### src/rtl/an_code_pkg.sv
// Shared AN-code helpers: residues of powers of two, syndrome lookup and the
// elaboration-time check that every single-bit error has a unique residue.
package an_code_pkg;

    localparam int MODE_HL     = 0;
    localparam int MODE_LH     = 1;
    localparam int POS_FIELD_W = 16;

    typedef struct packed {
        logic                   hit;
        logic [POS_FIELD_W-1:0] pos;
    } syn_hit_t;

    function automatic int residue_of_pow2(input int i, input int a);
        int r = 1 % a;
        for (int k = 0; k < i; k++) begin
            r = (r * 2) % a;
        end
        return r;
    endfunction

    // Residue produced by a single error at bit i in the given direction.
    function automatic int syndrome_of(input int i, input int a, input int mode);
        int p = residue_of_pow2(i, a);
        return (mode == MODE_HL) ? (a - p) % a : p;
    endfunction

    function automatic syn_hit_t syndrome_pos(input int r, input int a,
                                              input int an_w, input int mode);
        syn_hit_t s = '0;
        for (int i = 0; i < an_w; i++) begin
            if (!s.hit && syndrome_of(i, a, mode) == r) begin
                s.hit = 1'b1;
                s.pos = POS_FIELD_W'(i);
            end
        end
        return s;
    endfunction

    function automatic bit table_is_unique(input int a, input int an_w, input int mode);
        for (int i = 0; i < an_w; i++) begin
            if (syndrome_of(i, a, mode) == 0) return 1'b0;
            for (int j = 0; j < i; j++) begin
                if (syndrome_of(i, a, mode) == syndrome_of(j, a, mode)) return 1'b0;
            end
        end
        return 1'b1;
    endfunction

endpackage

### src/rtl/an_syndrome_lut.sv
// Residue -> error position lookup; the table is fully built at elaboration.
module an_syndrome_lut
    import an_code_pkg::*;
#(
    parameter int A     = 13,
    parameter int AN_W  = 12,
    parameter int MODE  = MODE_HL,
    parameter int RES_W = $clog2(A),
    parameter int POS_W = $clog2(AN_W)
) (
    input  logic [RES_W-1:0] res_i,
    output logic             hit_o,
    output logic [POS_W-1:0] pos_o
);

    logic [A-1:0]     hit_tab;
    logic [POS_W-1:0] pos_tab [A];

    for (genvar r = 0; r < A; r++) begin : g_tab
        localparam syn_hit_t ENTRY = syndrome_pos(r, A, AN_W, MODE);
        assign hit_tab[r] = ENTRY.hit;
        assign pos_tab[r] = POS_W'(ENTRY.pos);
    end

    // NOTE: every output gets a default first so no path through the block infers a latch.
    always_comb begin
        hit_o = 1'b0;
        pos_o = '0;
        if (32'(res_i) < A) begin
            hit_o = hit_tab[res_i];
            pos_o = pos_tab[res_i];
        end
    end

endmodule

### src/rtl/an_decoder_pipe.sv
// Two-stage valid/ready AN-code decoder: residue, single unidirectional error
// repair, division by A, and saturating statistics for corrected/bad words.
module an_decoder_pipe
    import an_code_pkg::*;
#(
    parameter int A     = 13,
    parameter int AN_W  = 12,
    parameter int N_W   = 8,
    parameter int MODE  = MODE_HL,
    parameter int CNT_W = 16
) (
    input  logic                     clk,
    input  logic                     rst_n,
    input  logic                     in_valid,
    output logic                     in_ready,
    input  logic [AN_W-1:0]          an_in,
    output logic                     out_valid,
    input  logic                     out_ready,
    output logic [N_W-1:0]           n_out,
    output logic                     err_corr,
    output logic                     err_uncorr,
    output logic [$clog2(AN_W)-1:0]  err_pos,
    input  logic                     clr_cnt,
    output logic [CNT_W-1:0]         cnt_corr,
    output logic [CNT_W-1:0]         cnt_uncorr
);

    localparam int          RES_W       = $clog2(A);
    localparam int          POS_W       = $clog2(AN_W);
    localparam logic [31:0] A_U         = 32'(A);
    localparam logic [31:0] N_MAX       = (32'd1 << N_W) - 32'd1;
    localparam logic        REPAIR_FROM = (MODE == MODE_HL) ? 1'b0 : 1'b1;

    if (A < 3 || (A % 2) == 0) begin : g_bad_a
        $fatal(1, "an_decoder_pipe: A must be odd and >= 3");
    end
    if (MODE != MODE_HL && MODE != MODE_LH) begin : g_bad_mode
        $fatal(1, "an_decoder_pipe: MODE must be 0 or 1");
    end
    if (!table_is_unique(A, AN_W, MODE)) begin : g_bad_table
        $fatal(1, "an_decoder_pipe: syndromes not unique, AN_W exceeds ord_A(2)");
    end

    logic                   s1_valid_q, s1_valid_d;
    logic [AN_W-1:0]        s1_data_q,  s1_data_d;
    logic                   out_valid_q, out_valid_d;
    logic [N_W-1:0]         n_q,        n_d;
    logic                   corr_q,     corr_d;
    logic                   uncorr_q,   uncorr_d;
    logic [POS_W-1:0]       pos_q,      pos_d;
    logic [CNT_W-1:0]       cnt_corr_q, cnt_corr_d;
    logic [CNT_W-1:0]       cnt_uncorr_q, cnt_uncorr_d;

    logic                   s2_adv;
    logic                   accept;
    logic                   fire;

    logic [RES_W-1:0]       res;
    logic                   syn_hit;
    logic [POS_W-1:0]       syn_pos;
    logic [AN_W-1:0]        anc;
    logic [31:0]            quot;
    logic [N_W-1:0]         dec_n;
    logic                   dec_corr;
    logic                   dec_uncorr;
    logic [POS_W-1:0]       dec_pos;

    // A full S1 may refill in the same cycle it drains, so no bubble appears.
    assign s2_adv   = !out_valid_q || out_ready;
    assign in_ready = !s1_valid_q || s2_adv;
    assign accept   = in_valid && in_ready;
    assign fire     = out_valid_q && out_ready;

    assign res = RES_W'(32'(s1_data_q) % A_U);

    an_syndrome_lut #(
        .A     (A),
        .AN_W  (AN_W),
        .MODE  (MODE),
        .RES_W (RES_W),
        .POS_W (POS_W)
    ) u_lut (
        .res_i (res),
        .hit_o (syn_hit),
        .pos_o (syn_pos)
    );

    always_comb begin
        anc        = s1_data_q;
        quot       = '0;
        dec_n      = '0;
        dec_corr   = 1'b0;
        dec_uncorr = 1'b0;
        dec_pos    = '0;
        if (res != '0) begin
            if (syn_hit && s1_data_q[syn_pos] == REPAIR_FROM) begin
                anc      = s1_data_q ^ (AN_W'(1) << syn_pos);
                dec_corr = 1'b1;
                dec_pos  = syn_pos;
            end else begin
                dec_uncorr = 1'b1;
            end
        end
        quot = 32'(anc) / A_U;
        if (quot > N_MAX) begin
            dec_uncorr = 1'b1;
            dec_n      = '1;
        end else begin
            dec_n = N_W'(quot);
        end
    end

    always_comb begin
        s1_valid_d   = s1_valid_q;
        s1_data_d    = s1_data_q;
        out_valid_d  = out_valid_q;
        n_d          = n_q;
        corr_d       = corr_q;
        uncorr_d     = uncorr_q;
        pos_d        = pos_q;
        cnt_corr_d   = cnt_corr_q;
        cnt_uncorr_d = cnt_uncorr_q;

        if (in_ready) s1_valid_d = in_valid;
        if (accept)   s1_data_d  = an_in;

        if (s2_adv) begin
            out_valid_d = s1_valid_q;
            if (s1_valid_q) begin
                n_d      = dec_n;
                corr_d   = dec_corr;
                uncorr_d = dec_uncorr;
                pos_d    = dec_pos;
            end
        end

        if (clr_cnt) begin
            cnt_corr_d   = '0;
            cnt_uncorr_d = '0;
        end else if (fire) begin
            if (corr_q && cnt_corr_q != '1)     cnt_corr_d   = cnt_corr_q + CNT_W'(1);
            if (uncorr_q && cnt_uncorr_q != '1) cnt_uncorr_d = cnt_uncorr_q + CNT_W'(1);
        end
    end

    // NOTE: state registers use non-blocking assignments so every flop samples
    // the pre-edge values regardless of block evaluation order.
    always_ff @(posedge clk or negedge rst_n) begin
        if (!rst_n) begin
            s1_valid_q   <= 1'b0;
            s1_data_q    <= '0;
            out_valid_q  <= 1'b0;
            n_q          <= '0;
            corr_q       <= 1'b0;
            uncorr_q     <= 1'b0;
            pos_q        <= '0;
            cnt_corr_q   <= '0;
            cnt_uncorr_q <= '0;
        end else begin
            s1_valid_q   <= s1_valid_d;
            s1_data_q    <= s1_data_d;
            out_valid_q  <= out_valid_d;
            n_q          <= n_d;
            corr_q       <= corr_d;
            uncorr_q     <= uncorr_d;
            pos_q        <= pos_d;
            cnt_corr_q   <= cnt_corr_d;
            cnt_uncorr_q <= cnt_uncorr_d;
        end
    end

    assign out_valid  = out_valid_q;
    assign n_out      = n_q;
    assign err_corr   = corr_q;
    assign err_uncorr = uncorr_q;
    assign err_pos    = pos_q;
    assign cnt_corr   = cnt_corr_q;
    assign cnt_uncorr = cnt_uncorr_q;

endmodule

### config.mk
export PLATFORM = sky130hd
export DESIGN_NAME = an_decoder_pipe
export DESIGN_NICKNAME = d
export VERILOG_FILES = /design/src/rtl/an_code_pkg.sv /design/src/rtl/an_syndrome_lut.sv /design/src/rtl/an_decoder_pipe.sv
export SDC_FILE = /design/constraint.sdc
export NUM_CORES = 1
export LEC_CHECK = 0
export ABC_AREA = 1
export ABC_CLOCK_PERIOD_IN_PS = 13000
export CAP_MARGIN = 30
export CORE_AREA = 2 2 97 168
export CTS_BUF_LIST = sky130_fd_sc_hd__clkbuf_8
export DETAILED_ROUTE_END_ITERATION = 12
export DIE_AREA = 0 0 99 170
export DONT_BUFFER_PORTS = 1
export MAX_ROUTING_LAYER = met4
export PLACE_DENSITY = 0.53
export SLEW_MARGIN = 25
export SYNTH_ARGS = -nofsm -noshare
export SYNTH_HDL_FRONTEND = slang
export SYNTH_SLANG_ARGS = --single-unit
### constraint.sdc
create_clock -name clk -period 13 [get_ports clk]
set_input_delay 0.65 -clock clk [delete_from_list [all_inputs] [get_ports clk]]
set_output_delay 0.65 -clock clk [all_outputs]
set_load 0.005 [all_outputs]
Word-level counts from Yosys, hierarchy flattened --
Memories as Yosys holds them, arrays and structs flattened. Cells that the tools add are included.
Operators by class: div/mod/pow operators 2, shifts and indexed selects 1, equality and inequality tests 2, bitwise logic cells 3, reduce and logical (&&, ||, !) cells 16, add/sub/neg operators 2, magnitude comparators 5, multiplexer cells 23
Operators with widths (number):
- two-way mux 16 bit | 6
- adder 16 x 1 -> 16 bit (second input constant) | 2
- divider 12 x 4 -> 32 bit (second input constant) | 1
- greater-than comparator 32 x 8 -> 1 bit (second input constant) | 1
- remainder unit 12 x 4 -> 32 bit (second input constant) | 1
- inequality test 16 bit (second input constant) | 2
- two-way mux 12 bit | 2
- two-way mux 4 bit | 5
- << shifter 1 x 4 -> 12 bit (first input constant) | 1
- XOR 12 bit | 1
- < comparator 4 x 5 -> 1 bit (second input constant) | 2
- two-way mux 1 bit | 8
- two-way mux 8 bit | 1
- AND reduction 2 bit | 3
- nonzero test 2 bit | 3
- greater-or-equal comparator 5 bit (second input constant) | 1
- logical AND 1 bit | 5
- NOT 4 -> 5 bit | 1
- binary-select mux 1 bit (select 4 bit) | 1
- < comparator 4 bit (second input constant) | 1
- nonzero test 4 bit | 1
- zero test 1 bit | 2
- logical OR 1 bit | 2
- NOT 1 bit | 1
Word-level totals: logic and storage cells 65, bits in read-only memories 80, bits in registers 60, memories 2, input port bits 17, output and inout bits 48
Memory list:
- (name not given) | depth 16, width 4, read ports 1, clocked after memory_dff 0, write ports 0, line an_syndrome_lut.sv:31 | pos_o = pos_tab[res_i];
- (name not given) | depth 16, width 1, read ports 1, clocked after memory_dff 0, write ports 0, line an_syndrome_lut.sv:30 | hit_o = hit_tab[res_i];

Depth between registers and ports, before layout --
Gate-level depths: netlist of the first run.
word-level depth 15, gate-level depth with buffers 112, gate-level depth less buffers 112

Hierarchy --
Synthesis of the first run repeated with hierarchy kept, for this count alone.
Second synthesis, totals: cell total of the unflattened synthesis 991, area, all modules 6387.4 um2
Modules (own cells, without submodules):
- an_decoder_pipe | area an instance 6182.2 um2, seq. area each 1501.4 um2, instances 1, cells each 955
- an_syndrome_lut | area an instance 205.2 um2, seq. area each 0.0 um2, instances 1, cells each 36

Least setup slack after synthesis of the first run --
Ideal clock, no wire load.
path kind register -> register, from register s1_data_q[8], to register n_q[0] (netlist: n_out[0]), arrival time 10.859 ns, library setup time 0.118 ns, buffers on the path 1, period minus slack after synthesis 10.978 ns, stages on the path, launching flop included 104, path slack 2.022 ns, cell sequence dfrtp_1 nor2_1 nor2_1 ha_1 nand2_1 nand2_2 nor2_4 nand2_2 nand2_1 nand2_1 o21bai_4 nand3_2 nand2_1 nand2_2 nor2_1 nand2_1 nand3_2 nand2_1 [... 68 more ...] inv_1 ha_1 o21ai_4 nand3_1 nand2_1 inv_1 ha_1 inv_1 nand2_1 nand2_2 nand3_2 buf_6 nand3_1 nand2_1 nor2_1 nand3_1 nor2_1 nor2_1
Between the ends: longest elaborated chain between the ends 15, elaborated cells between the ends (all ways) 22, those cells by class div: 2; order compare: 2; shift: 1; mux: 10; bitwise: 3; reduce/logical: 2; memory: 2
RTL lines:
- start, declared | line an_decoder_pipe.sv:45 | logic [AN_W-1:0] s1_data_q, s1_data_d;
- start signal, assigned | line an_decoder_pipe.sv:161 | s1_data_q <= s1_data_d;
- remainder unit 12 x 4 -> 32 bit | line an_decoder_pipe.sv:74 | assign res = RES_W'(32'(s1_data_q) % A_U);
- NOT 4 -> 5 bit (not written as such) | line an_syndrome_lut.sv:31
- memory (16 x 4 bit)
- two-way mux 4 bit (not written as such) (2 in a row) | line an_syndrome_lut.sv:31
- two-way mux 4 bit | line an_syndrome_lut.sv:29 | if (32'(res_i) < A) begin
- binary-select mux 1 bit (select 4 bit) | line an_decoder_pipe.sv:96 | if (syn_hit && s1_data_q[syn_pos] == REPAIR_FROM) begin
- two-way mux 1 bit (not written as such) | line an_decoder_pipe.sv:96
- NOT 1 bit | line an_decoder_pipe.sv:96
- logical AND 1 bit | line an_decoder_pipe.sv:96
- two-way mux 12 bit | line an_decoder_pipe.sv:96
- two-way mux 12 bit * | line an_decoder_pipe.sv:95 | if (res != '0) begin
- divider 12 x 4 -> 32 bit * | line an_decoder_pipe.sv:104 | quot = 32'(anc) / A_U;
- greater-than comparator 32 x 8 -> 1 bit | line an_decoder_pipe.sv:105 | if (quot > N_MAX) begin
- two-way mux 8 bit * | line an_decoder_pipe.sv:105
- end signal, assigned | line an_decoder_pipe.sv:163 | n_q <= n_d;
- end, declared | line an_decoder_pipe.sv:47 | logic [N_W-1:0] n_q, n_d;
Mark *: on every way between the ends. The rest lies on a longest branch, timed or not. The select of a mux whose other input is x is not followed. A chain may end at the register's enable or synchronous reset.

Worst setup path after layout of the first run --
from register s1_data_q[9], to register n_q[0] (netlist: n_out[0])
Same word-level chain as after synthesis.

==> results of run 1 <==
## synth_stat cells (13+ instances only)
cell,count,area [µm²]
dfrtp_1,60,1500
xor2_1,25,219
nor2_4,13,146
o21ai_0,23,115
nor3_1,14,70.1
inv_1,111,417
nand3_2,15,150
nor2_1,71,267
inv_2,23,86.3
nand3_1,121,606
nand4_1,33,206
ha_1,17,213
nand2_2,48,300
a21oi_1,39,195
nand2_1,286,1070
## routing by layer
metal | routed length [µm] | up-vias | track usage [%] | share of wire (%)
met5 | 0 | - | - | 0
li1 | - | 3302 | - | -
met4 | 413 | 0 | 7.33 | 2.3
met1 | 6750 | 3024 | 22.3 | 37
met3 | 685 | 31 | 3.29 | 3.8
met2 | 10200 | 124 | 42.7 | 57
## repair_timing
item	4_1_cts	5_1_grt
gates resized for setup	0	57
hold buffers	1	0
buffers inserted	0	22
endpoints found under the hold margin	60	0
setup endpoints to repair	0	2
## cell type report
type,count,area (µm²)
clock buffers,9,124
clock inverters,7,68.8
fillers,1664,8180
inverters,139,527
multi-input cells,786,4530
flip-flops and latches,60,1500
well taps,186,233
repair buffers,26,215
## logic make-up after synthesis
family | after synthesis | share of synthesized area (%)
AND/OR/NAND/NOR | 638 | 50.3
adder cells (fa/ha/maj) | 17 | 3.34
flip-flops | 60 | 23.6
AO/OA/AOI/OAI | 105 | 10.1
buffers and inverters | 150 | 9.25
XOR/XNOR | 25 | 3.44
## metrics by stage
step                utilization [%]  setup WS (ps)  area, µm²  instances
floorplan                         -           2020       6370        995
global placement               42.7            401       6560       1173
detailed placement             42.7            256       6560       1173
CTS                            44.1            215       6780       1190
global route                   46.8          -46.4       7210       1213
finish                         46.8           1090       7210       1213
## path summary, 6_finish.rpt
path                               from             to  slack (ps)  cells after the start
min reg2reg                  err_pos[3]     err_pos[3]         530                      2
max reg2reg                s1_data_q[9]       n_out[0]        1090                    101
max in group asynchronous         rst_n   s1_data_q[9]       12560                      1
min in group clk                clr_cnt  cnt_uncorr[1]         350                      1
min                               rst_n    cnt_corr[5]         150                      1
max                        s1_data_q[9]       n_out[0]        1090                    101
## placed cells by master (no fill, tap or decap), drive strengths merged
cell type and n:
nor3 15, o22ai 7, a21o 1, clkbuf 9, a21oi 41, xor2 25, a211oi 3, o31ai 2
nand4 33, inv 136, nand3 141, o21bai 2, nor3b 2, a221oi 1, o21ai 35, o211ai 1
a311oi 1, nor2 97, nor4 3, bufinv 1, clkinv 8, o21a 2, nand3b 3, clkinvlp 1
nand2 342, and2 3, buf 26, o2111ai 2, ha 17, a31oi 7, dfrtp 60
## registers in the layout, summed over array words and instances, names as in the netlist
name,cells
out_valid,1
n_out,8
s1_valid_q,1
cnt_uncorr,16
err_pos,4
s1_data_q,12
cnt_corr,16
err_uncorr,1
err_corr,1
==> flow_summary.ini, run 1 <==
[layout]
drive_gt1_share_pct = 19.9
nets = 1056
diodes = 0
synthToLayoutAreaGrowth_pct = 13.1

[sta]
holdWs_ps = 152
finalClockSkew_ps = 12.6
period_share_pct = 91.6
slew_viol_final = 0
hold_violations = 0
finalSetupTns_ps = 0
slew-limit-headroom_pct = 43.8
setup_viol = 0
tightest_slew_ps = 841
period_needed_ps = 11910
fmax_mhz = 84.0

[critical_path]
cp_slowest_stage_delay_ps = 460
cp_data_arrival_time_ps = 12150
worstSetupPathType = reg2reg
critPathLaunchType = register
path_max_fanout = 8
cp_slowest_cell = dfrtp_2
cp.required_ps = 13250
crit_path_frequent_cell = nand2_1
end_kind = register
crit_family = simple AND/OR/NAND/NOR gates
path_buf_inv = 9

[grt]
grt_max_degree = 61
grt_usage_pct = 22.1
grt_pass1_vias = 6229
overflow = 0
antenna_found_initial = 0
grt_first_pass_wirelength_um = 29700

[yosys]
yosys_warnings = 0
yosys_register_bits = 60
syn-num-nets = 1029
syn-instance-count = 995
yosysUniqueCellTypes = 48
synth-seq-area-share_pct = 23.6
synth_edf_count = 0
netlist_area_mm2 = 0.00637
avgSynthCellArea_um2 = 6.40
synthArstFlopShare_pct = 100
synth_ff_type = dfrtp_1

[clock_network]
htree_levels = 3
cts_root_buf = clkbuf_8
cts_tree = done
insertion_delay_ps = 350
clockBufferDepth = 2
path_clk_slew_ps = 80
cts_buffers = 9
clock-sinks = 60

[job]
maxCapViolations = 0

[routing]
first_iter_violations = 241
post-route-drc-count = 0
drtPass1Iterations = 5
routed_wl_um = 18100
wl_per_cell_um = 14.9
dr_total_vias = 6481
via_per_inst = 5.34
antenna_left = 0

[placed_design]
gp_congestion = 0.856
io_buffers = 0
dp_hpwl_um = 14500

[floorplan]
num_rows = 60
dieHeight_um = 170
initial_core_util_pct = 41.4
top_level_ports = 65
coreArea_mm2 = 0.0154
die_x_um = 99
dieArea_mm2 = 0.0168

[outcome]
status = finished, final reports clean

[hold_path]
hold_class = in2async
Power of run 1 is left out: the tool's default activity adds up to more than one toggle a clock period on the data nets, which glitch-free logic cannot reach.
==> run 2: changes to the inputs <==
--- a/config.mk
+++ b/config.mk
@@ -6,7 +6,7 @@
 export NUM_CORES = 1
 export LEC_CHECK = 0
 export ABC_AREA = 1
-export ABC_CLOCK_PERIOD_IN_PS = 13000
+export ABC_CLOCK_PERIOD_IN_PS = 12900
 export CAP_MARGIN = 30
 export CORE_AREA = 2 2 97 168
 export CTS_BUF_LIST = sky130_fd_sc_hd__clkbuf_8
==> constraint.sdc (replaced) <==
create_clock -name clk -period 12.9 [get_ports clk]
set_input_delay 0.645 -clock clk [delete_from_list [all_inputs] [get_ports clk]]
set_output_delay 0.645 -clock clk [all_outputs]
set_load 0.005 [all_outputs]
==> flow_summary.ini, run 2 (same netlist as run 1, synthesis figures left out) <==
[outcome]
status = finished, final reports clean

[sta]
fmax_mhz = 84.0
slew-limit-headroom_pct = 44.5
tightest_slew_ps = 830
period_share_pct = 92.3
finalClockSkew_ps = 11.0
hold_violations = 0
holdWs_ps = 135
slew_viol_final = 0
period_needed_ps = 11910
setup_viol = 0

[grt]
antenna_found_initial = 0
grt_first_pass_wirelength_um = 30100
grt_usage_pct = 22.4
grt_pass1_vias = 6494
grt_max_degree = 61
overflow = 0

[routing]
dr_total_vias = 6547
antenna_left = 0
post-route-drc-count = 0
wl_per_cell_um = 15.0
drtPass1Iterations = 5
first_iter_violations = 250
routed_wl_um = 18400
via_per_inst = 5.34

[critical_path]
path_buf_inv = 12
r2r_start = s1_data_q[8]
worstSetupPathType = reg2reg
crit_start = s1_data_q[8]
crit_family = simple AND/OR/NAND/NOR gates
crit_path_frequent_cell = nand2_1
critPathLaunchType = register
end_kind = register
cp_slowest_stage_delay_ps = 450
cp_slowest_cell = dfrtp_2
cp_data_arrival_time_ps = 12160
cp.required_ps = 13150
path_max_fanout = 8

[layout]
diodes = 0
final_common_cell = nand2_1
most-common-layout-cells = 254 x nand2_1, 114 x nand3_1, 107 x inv_1, 66 x nand2_2, 65 x nor2_1
synthToLayoutAreaGrowth_pct = 16.3
drive_gt1_share_pct = 23.4
nets = 1069

[placed_design]
gp_congestion = 0.893
dp_hpwl_um = 14400
io_buffers = 0

[clock_network]
cts_buffers = 9
clockBufferDepth = 2
htree_levels = 3
cts_tree = done
cts_root_buf = clkbuf_8
clock-sinks = 60
insertion_delay_ps = 370
path_clk_slew_ps = 80

[hold_path]
hold_class = in2async

[floorplan]
dieHeight_um = 170
dieArea_mm2 = 0.0168
die_x_um = 99
coreArea_mm2 = 0.0154
initial_core_util_pct = 41.4
top_level_ports = 65
num_rows = 60

[job]
maxCapViolations = 0
==> run 2: per-stage QoR <==
stage	setup TNS, ps	instance area (µm²)	instances	utilization [%]	setup WS [ps]
after floorplan	0	6370	995	-	1920
after global placement	0	6590	1176	42.8	361
after detailed placement	0	6590	1176	42.8	305
after CTS	0	6840	1193	44.4	247
after global routing	-53.3	7410	1226	48.1	-53.3
final	0	7410	1226	48.1	992
==> run 2: area by class of cell <==
cell class | instances | area [µm²]
fillers | 1623 | 7980
multi-input cells | 787 | 4620
flip-flops and latches | 60 | 1500
inverters | 139 | 527
repair buffers | 38 | 309
well taps | 186 | 233
clock buffers | 9 | 124
clock inverters | 7 | 98.8
==> run 2: timing repair <==
action                                  4_1_cts  5_1_grt
setup buffers                                 0       31
endpoints found under the hold margin        60        0
gates resized for setup                       0       88
hold buffers                                  1        0
endpoints found under the setup margin        0        3
==> run 2: final timing paths <==
kind / end / slack [ps] / cells past startpoint
max: n_out[0] / 990 / 96
min: cnt_corr[5] / 130 / 1
max reg2reg: n_out[0] / 990 / 96
min reg2reg: n_out[1] / 540 / 2
max in group asynchronous: s1_data_q[8] / 12480 / 1
min in group clk: cnt_corr[8] / 340 / 1
==> run 2: worst reg2reg max path: cells and delay by family, from the launching register on <==
family	cells	cell delay, ps
simple gates	68	6780
compound gates	8	1670
fa+ha+maj	6	1360
buf+inv	12	1240
flops	1	450
xor+xnor	2	310
==> run 2: per-layer routing <==
metal	up-vias	share of wire, %	GRT usage [%]
li1	3332	-	-
met1	3047	38	22.6
met2	132	56	42.6
met3	36	3.5	3.57
met4	0	2.5	8.28
met5	-	0	-
Power of run 2 is left out for the same reason.
